<file path="src/rtl/arbitro_escrita_registradores_if.sv">
// arbitro_escrita_registradores_if: requester handshakes and bank write port of the writeback arbiter.
// With ARB_CONTAGEM_CONFLITO_EN defined it also carries the conflict/discard counters.
interface arbitro_escrita_registradores_if #(
    parameter int ADDR_W = 5,
    parameter int DATA_W = 32
);
    logic              req_a_valid;
    logic              req_a_ready;
    logic [ADDR_W-1:0] req_a_endereco;
    logic [DATA_W-1:0] req_a_dado;
    logic              req_b_valid;
    logic              req_b_ready;
    logic [ADDR_W-1:0] req_b_endereco;
    logic [DATA_W-1:0] req_b_dado;
    logic [ADDR_W-1:0] endereco_regd;
    logic [DATA_W-1:0] data_in;
    logic              escrita_en;
    logic              ocupado;
`ifdef ARB_CONTAGEM_CONFLITO_EN
    logic [15:0]       conflitos;
    logic [15:0]       descartes;
    modport master (
        output req_a_valid, req_a_endereco, req_a_dado,
        output req_b_valid, req_b_endereco, req_b_dado,
        input  req_a_ready, req_b_ready, endereco_regd, data_in, escrita_en, ocupado,
        input  conflitos, descartes
    );
    modport slave (
        input  req_a_valid, req_a_endereco, req_a_dado,
        input  req_b_valid, req_b_endereco, req_b_dado,
        output req_a_ready, req_b_ready, endereco_regd, data_in, escrita_en, ocupado,
        output conflitos, descartes
    );
`else
    modport master (
        output req_a_valid, req_a_endereco, req_a_dado,
        output req_b_valid, req_b_endereco, req_b_dado,
        input  req_a_ready, req_b_ready, endereco_regd, data_in, escrita_en, ocupado
    );
    modport slave (
        input  req_a_valid, req_a_endereco, req_a_dado,
        input  req_b_valid, req_b_endereco, req_b_dado,
        output req_a_ready, req_b_ready, endereco_regd, data_in, escrita_en, ocupado
    );
`endif
endinterface

</file>
<file path="src/rtl/arbitro_escrita_registradores.sv">
// arbitro_escrita_registradores: two one-entry writeback slots arbitrated round-robin (age rule on same address) into a registered bank write port.
// Optional ARB_CONTAGEM_CONFLITO_EN adds saturating conflitos/descartes counters.
module arbitro_escrita_registradores #(
    parameter int ADDR_W = 5,
    parameter int DATA_W = 32
) (
    input logic clock,
    input logic reset,
    arbitro_escrita_registradores_if.slave bus
);
    logic              a_v_q, a_v_d, b_v_q, b_v_d;
    logic              age_q, age_d, rr_q, rr_d, en_q, en_d;
    logic [ADDR_W-1:0] a_addr_q, a_addr_d, b_addr_q, b_addr_d, wa_q, wa_d;
    logic [DATA_W-1:0] a_data_q, a_data_d, b_data_q, b_data_d, wd_q, wd_d;
    logic              acc_a, acc_b, both, gnt_a, gnt_b, gnt;
    logic [ADDR_W-1:0] g_addr;
    logic [DATA_W-1:0] g_data;
`ifdef ARB_CONTAGEM_CONFLITO_EN
    logic [15:0]       conf_q, conf_d, desc_q, desc_d;
`endif

    always_comb begin
        acc_a    = bus.req_a_valid && !a_v_q;
        acc_b    = bus.req_b_valid && !b_v_q;
        both     = a_v_q && b_v_q;
        // age_q=1 means B is older; only consulted when both slots hold the same register
        gnt_b    = b_v_q && (!a_v_q || ((a_addr_q == b_addr_q) ? age_q : rr_q));
        gnt_a    = a_v_q && !gnt_b;
        gnt      = gnt_a || gnt_b;
        g_addr   = gnt_b ? b_addr_q : a_addr_q;
        g_data   = gnt_b ? b_data_q : a_data_q;
        a_v_d    = acc_a || (a_v_q && !gnt_a);
        b_v_d    = acc_b || (b_v_q && !gnt_b);
        a_addr_d = acc_a ? bus.req_a_endereco : a_addr_q;
        a_data_d = acc_a ? bus.req_a_dado : a_data_q;
        b_addr_d = acc_b ? bus.req_b_endereco : b_addr_q;
        b_data_d = acc_b ? bus.req_b_dado : b_data_q;
        age_d    = (acc_a && acc_b) ? 1'b0 : (acc_a && b_v_q) ? 1'b1 : (acc_b && a_v_q) ? 1'b0 : age_q;
        rr_d     = both ? !rr_q : rr_q;
        en_d     = gnt && (g_addr != '0);
        wa_d     = en_d ? g_addr : wa_q;
        wd_d     = en_d ? g_data : wd_q;
`ifdef ARB_CONTAGEM_CONFLITO_EN
        conf_d   = (both && conf_q != 16'hFFFF) ? conf_q + 16'd1 : conf_q;
        desc_d   = (gnt && g_addr == '0 && desc_q != 16'hFFFF) ? desc_q + 16'd1 : desc_q;
`endif
    end

    always_ff @(posedge clock or posedge reset) begin
        if (reset) begin
            a_v_q    <= 1'b0;
            b_v_q    <= 1'b0;
            a_addr_q <= '0;
            a_data_q <= '0;
            b_addr_q <= '0;
            b_data_q <= '0;
            age_q    <= 1'b0;
            rr_q     <= 1'b0;
            en_q     <= 1'b0;
            wa_q     <= '0;
            wd_q     <= '0;
`ifdef ARB_CONTAGEM_CONFLITO_EN
            conf_q   <= '0;
            desc_q   <= '0;
`endif
        end else begin
            a_v_q    <= a_v_d;
            b_v_q    <= b_v_d;
            a_addr_q <= a_addr_d;
            a_data_q <= a_data_d;
            b_addr_q <= b_addr_d;
            b_data_q <= b_data_d;
            age_q    <= age_d;
            rr_q     <= rr_d;
            en_q     <= en_d;
            wa_q     <= wa_d;
            wd_q     <= wd_d;
`ifdef ARB_CONTAGEM_CONFLITO_EN
            conf_q   <= conf_d;
            desc_q   <= desc_d;
`endif
        end
    end

    assign bus.req_a_ready   = !a_v_q;
    assign bus.req_b_ready   = !b_v_q;
    assign bus.endereco_regd = wa_q;
    assign bus.data_in       = wd_q;
    assign bus.escrita_en    = en_q;
    assign bus.ocupado       = a_v_q || b_v_q || en_q;
`ifdef ARB_CONTAGEM_CONFLITO_EN
    assign bus.conflitos     = conf_q;
    assign bus.descartes     = desc_q;
`endif
endmodule
</file>
<file path="src/flat_wrapper.sv">
// flat-port wrapper written by rule: the top's interface ports become plain ports
module arbitro_escrita_registradores_flat 
#(
    parameter int ADDR_W = 5,
    parameter int DATA_W = 32
)
  (clock, reset, bus_req_a_valid, bus_req_a_endereco, bus_req_a_dado, bus_req_b_valid, bus_req_b_endereco, bus_req_b_dado, bus_req_a_ready, bus_req_b_ready, bus_endereco_regd, bus_data_in, bus_escrita_en, bus_ocupado);
  arbitro_escrita_registradores_if #(.ADDR_W(ADDR_W), .DATA_W(DATA_W)) bus_i ();
  input logic clock;
  input logic reset;
  input wire logic [$bits(bus_i.req_a_valid)-1:0] bus_req_a_valid;
  input wire logic [$bits(bus_i.req_a_endereco)-1:0] bus_req_a_endereco;
  input wire logic [$bits(bus_i.req_a_dado)-1:0] bus_req_a_dado;
  input wire logic [$bits(bus_i.req_b_valid)-1:0] bus_req_b_valid;
  input wire logic [$bits(bus_i.req_b_endereco)-1:0] bus_req_b_endereco;
  input wire logic [$bits(bus_i.req_b_dado)-1:0] bus_req_b_dado;
  output wire logic [$bits(bus_i.req_a_ready)-1:0] bus_req_a_ready;
  output wire logic [$bits(bus_i.req_b_ready)-1:0] bus_req_b_ready;
  output wire logic [$bits(bus_i.endereco_regd)-1:0] bus_endereco_regd;
  output wire logic [$bits(bus_i.data_in)-1:0] bus_data_in;
  output wire logic [$bits(bus_i.escrita_en)-1:0] bus_escrita_en;
  output wire logic [$bits(bus_i.ocupado)-1:0] bus_ocupado;
  assign bus_i.req_a_valid = bus_req_a_valid;
  assign bus_i.req_a_endereco = bus_req_a_endereco;
  assign bus_i.req_a_dado = bus_req_a_dado;
  assign bus_i.req_b_valid = bus_req_b_valid;
  assign bus_i.req_b_endereco = bus_req_b_endereco;
  assign bus_i.req_b_dado = bus_req_b_dado;
  assign bus_req_a_ready = bus_i.req_a_ready;
  assign bus_req_b_ready = bus_i.req_b_ready;
  assign bus_endereco_regd = bus_i.endereco_regd;
  assign bus_data_in = bus_i.data_in;
  assign bus_escrita_en = bus_i.escrita_en;
  assign bus_ocupado = bus_i.ocupado;
  arbitro_escrita_registradores #(.ADDR_W(ADDR_W), .DATA_W(DATA_W)) u_core (.clock(clock), .reset(reset), .bus(bus_i));
endmodule
</file>
<file path="config.mk">
export PLATFORM = sky130hd
export DESIGN_NAME = arbitro_escrita_registradores_flat
export DESIGN_NICKNAME = d
export VERILOG_FILES = /design/src/rtl/arbitro_escrita_registradores_if.sv /design/src/rtl/arbitro_escrita_registradores.sv /design/src/flat_wrapper.sv
export SDC_FILE = /design/constraint.sdc
export NUM_CORES = 1
export LEC_CHECK = 0
export CORE_MARGIN = 2
export CORE_UTILIZATION = 50
export DETAILED_ROUTE_END_ITERATION = 12
export GPL_ROUTABILITY_DRIVEN = 0
export MAX_ROUTING_LAYER = met4
export PLACE_DENSITY_LB_ADDON = 0.25
export SYNTH_ARGS = -nofsm -noshare
export SYNTH_HDL_FRONTEND = slang
export SYNTH_SLANG_ARGS = --single-unit
</file>
<file path="constraint.sdc">
create_clock -name clock -period 6.4 [get_ports clock]
set_clock_uncertainty 0.2 [all_clocks]
set_input_delay 1.92 -clock clock [delete_from_list [all_inputs] [get_ports clock]]
set_output_delay 1.92 -clock clock [all_outputs]
set_load 0.02 [all_outputs]
</file>
### Word-level counts from Yosys, hierarchy flattened

Cells that the tools add are included.

| operators by class | value |
|---|---|
| equal/unequal tests | 1 |
| mux-type cells | 6 |
| reduce and logical (&&, ||, !) cells | 24 |

Operators with widths:

| kind | number |
|---|---|
| 32-bit two-way mux | 1 |
| 1-bit logical AND | 11 |
| 1-bit logical OR | 6 |
| 5-bit equality test | 1 |
| 1-bit logical NOT | 5 |
| 5-bit two-way mux | 1 |
| 5-bit nonzero test | 1 |
| 1-bit two-way mux | 4 |
| 3-bit nonzero test | 1 |

| word-level totals | value |
|---|---|
| register bits | 116 |
| bits of input ports | 78 |
| word-level logic and storage cells | 42 |

### Logic depth before layout (Yosys ltp)

| depth | value |
|---|---|
| depth after elaboration | 9 |
| depth in mapped cells | 9 |

### Worst setup path before layout

OpenSTA, ideal clock, no wires.

| timing path | value |
|---|---|
| kind | input port to flip-flop |
| start | in bus_req_b_valid |
| end | reg u_core.b_data_q[0] |
| library setup time | 0.125 ns |
| arrival time | 3.149 ns |
| required time | 6.075 ns |
| path slack | 2.926 ns |
| stages | 4 |
| path buffers | 2 |
| cells stage by stage | nor2b_1 -> buf_1 -> clkbuf_1 -> mux2_2 |

| between the ends | value |
|---|---|
| word-level cells in the longest chain between the ends | 1 |

Ends and longest elaborated chain:

| what | RTL line | RTL |
|---|---|---|
| from (decl) | flat_wrapper.sv:14 | `input wire logic [$bits(bus_i.req_b_valid)-1:0] bus_req_b_valid;` |
| 1-bit logical AND | arbitro_escrita_registradores.sv:24 | `acc_b = bus.req_b_valid && !b_v_q;` |
| to (signal assigned) | arbitro_escrita_registradores.sv:72 | `b_data_q <= b_data_d;` |
| to (decl) | arbitro_escrita_registradores.sv:14 | `logic [DATA_W-1:0] a_data_q, a_data_d, b_data_q, b_data_d, wd_q, wd_d;` |

No other way between the ends.
A chain may end at the register's enable or synchronous reset.

### Worst setup path in the final report

| timing path | value |
|---|---|
| start | reg u_core.a_v_q |
| end | out bus_ocupado |

| between the ends | value |
|---|---|
| word-level cells in the longest chain between the ends | 2 |

Ends and longest elaborated chain:

| what | RTL line | RTL |
|---|---|---|
| from (decl) | arbitro_escrita_registradores.sv:11 | `logic a_v_q, a_v_d, b_v_q, b_v_d;` |
| from (signal assigned) | arbitro_escrita_registradores.sv:67 | `a_v_q <= a_v_d;` |
| 1-bit logical OR (2 in series) | arbitro_escrita_registradores.sv:90 | `assign bus.ocupado = a_v_q \|\| b_v_q \|\| en_q;` |
| to (decl) | flat_wrapper.sv:22 | `output wire logic [$bits(bus_i.ocupado)-1:0] bus_ocupado;` |

No other way between the ends.

==> results.json <==
{
  "synth_compound_area_frac": 0.1820,
  "ant_nets": 0,
  "tns_ps": 0,
  "post-route-min-period_ps": 4098,
  "synthDistinctLibCells": 35,
  "drt_iter0_drc": 199,
  "finalCritPeriodShare": 0.6403,
  "slew_violations": 0,
  "antenna_found_initial": 0,
  "layout_commonest_cell": "clkdlybuf4s50_1",
  "viasPerCell": 5.548,
  "fp.coreArea_sq_um": 10280,
  "synthesis.area_sq_um": 5251,
  "numCtsBuffers": 17,
  "hold_viol": 0,
  "clk_pin_slew_ps": 60,
  "clk_latency_ps": 500,
  "wl_per_cell_microns": 18.97,
  "vias": 3778,
  "synth_warnings": 0,
  "start_kind": "flip-flop",
  "setup_viol": 0,
  "crit_fanout": 10,
  "cts_max_path_buffers": 2,
  "cap_violations": 0,
  "muxShareOfSynthArea": 0.1625,
  "die_h_microns": 106.5,
  "holdWs_ps": 305.5,
  "synth.area.top_cells": "dfrtp_1, mux2_2, a311oi_2, a21oi_1, inv_1",
  "grt_pass1_vias": 4146,
  "drive_gt1_frac": 0.2716,
  "syn_inst": 422,
  "ys_seq_area_frac": 0.5528,
  "drtPass1Iterations": 4,
  "root_buffer": "clkbuf_8",
  "synth-edff-count": 0,
  "dieArea_sq_um": 11340,
  "io_pins": 119,
  "vdd.ir_drop.worst_mv": 0.2643,
  "synth_top_area_share": 0.5528,
  "hp-class": "reg -> reg",
  "synth_top_family_by_area": "compound AO/OA/AOI/OAI gates",
  "critical_path_arrival_ps": 1980,
  "htreeDepth": 4,
  "post-dp-hpwl_microns": 7624,
  "synth_adder_area_share": 0,
  "grt_max_degree": 81,
  "cts.hold.buffers_added": 0,
  "synth-main-ff-cell": "dfrtp_1",
  "clock-sinks": 116,
  "initial_core_util": 0.5110,
  "p_per_area_nw_per_um2": 578.3,
  "area_delta_synth_final_pct": 35.41,
  "grt_pass1_wl_microns": 21000,
  "p_leak_nw": 2.986,
  "status": "complete, no violations",
  "postSynthAreaPerCell_sq_um": 12.44,
  "cts_tree": "built",
  "drc": 0,
  "synth-simple-area-share": 0.02740,
  "async_flop_share": 1.000,
  "synth-xor-area-share": 0.01430,
  "post_cts_buffers": 0,
  "io_buffers": 118,
  "synth_fp_nets": 500,
  "max_clock_freq_ghz": 0.2440,
  "ys_ff_latch": 116,
  "relSlewSlack": 0.1980,
  "layout_common_cells": "clkdlybuf4s50_1, dfrtp_1, mux2_2",
  "wl_microns": 12920,
  "rows": 37,
  "grt_use_total": 0.2479,
  "worstSetupPathType": "reg -> out",
  "tightest_slew_ps": 1200,
  "fin_nets": 610,
  "grt_overflow": 0,
  "required_ps": 4280,
  "grt_setup_unrepaired": "no",
  "post_cts_resized": 0,
  "synth_top_area_cell": "dfrtp_1",
  "end_kind": "primary output",
  "die_x_microns": 106.5,
  "diodes": 0
}
[worst max-delay path, stage by stage (launching register included)]
cell and delay, ps:
dfrtp_1 520, or3_1 420, clkdlybuf4s50_1 540
[metal layers]
layer / up-vias / global-route usage / part of all wire
met5: - / - / 0
met4: 0 / 0.09555 / 0.016
met3: 20 / 0.05518 / 0.048
met2: 119 / 0.4075 / 0.51
met1: 1902 / 0.3007 / 0.42
li1: 1737 / - / -
[stage by stage]
step	total power [mW]	cell area [sq um]	setup WS [ps]	cells	utilization
floorplan	2.552	5251	1208	422	-
global placement	3.053	6496	2266	649	0.6321
detailed placement	3.115	6496	2237	649	0.6321
CTS	4.125	7111	2295	681	0.6919
global route	4.329	7111	2245	681	0.6919
finish	4.112	7111	2302	681	0.6919
[Yosys cell counts (2+ instances only)]
master / instances
dfrtp_1: 116
buf_2: 7
xnor2_2: 3
o22ai_1: 2
a311oi_1: 6
or4_1: 2
buf_6: 4
o211ai_1: 2
and2_1: 2
xnor2_1: 3
mux2i_1: 2
o21ai_0: 6
nor2b_1: 2
clkbuf_1: 12
nor2_1: 3
nand2_1: 10
a311oi_2: 29
buf_1: 8
a21oi_1: 73
inv_1: 42
mux2_2: 74
[path summary, 6_finish.rpt]
| path | endpoint | start | cells after the start | slack, ps |
|---|---|---|---|---|
| min in group asynchronous | u_core.bus.data_in[1] | reset | 2 | 1790 |
| worst min-delay path | u_core.a_data_q[11] | u_core.a_data_q[11] | 1 | 310 |
| worst max register to register | u_core.bus.data_in[28] | u_core.a_addr_q[3] | 5 | 3550 |
| worst max-delay path | bus_ocupado | u_core.a_v_q | 2 | 2300 |
| max in group asynchronous | u_core.a_addr_q[4] | reset | 3 | 3150 |
| worst min register to register | u_core.a_data_q[11] | u_core.a_data_q[11] | 1 | 310 |
[flip-flops by register name (all words and copies together), names as in the netlist]
register and flops:
u_core.a_addr_q 5, u_core.a_data_q 32, u_core.a_v_q 1, u_core.age_q 1
u_core.b_addr_q 5, u_core.b_data_q 32, u_core.b_v_q 1, u_core.bus.data_in 32
u_core.bus.endereco_regd 5, u_core.bus.escrita_en 1, u_core.rr_q 1
[cell families (layout without fill, tap and decap cells)]
family | after synthesis | after routing
DFF | 116 | 116
xor gates and xnor gates | 6 | 6
muxes | 76 | 76
buffers and inverters | 74 | 197
and+or+nand+nor | 27 | 27
AOI/OAI and AO/OA | 123 | 123
[power breakdown]
group / total (mW) / switching [mW] / internal (mW)
clock network: 0.983 / 0.340 / 0.643
registers: 1.33 / 0.239 / 1.10
logic: 1.79 / 0.950 / 0.844
[area by class of cell]
class	count	area, sq um
multi-input cells	232	2044
clock inverters	12	178.9
well taps	136	170.2
flip-flops and latches	116	2903
inverters	42	160.2
clock buffers	20	435.4
fillers	761	3167
repair buffers	123	1219
Note: power is estimated with default switching activity, not from simulation.
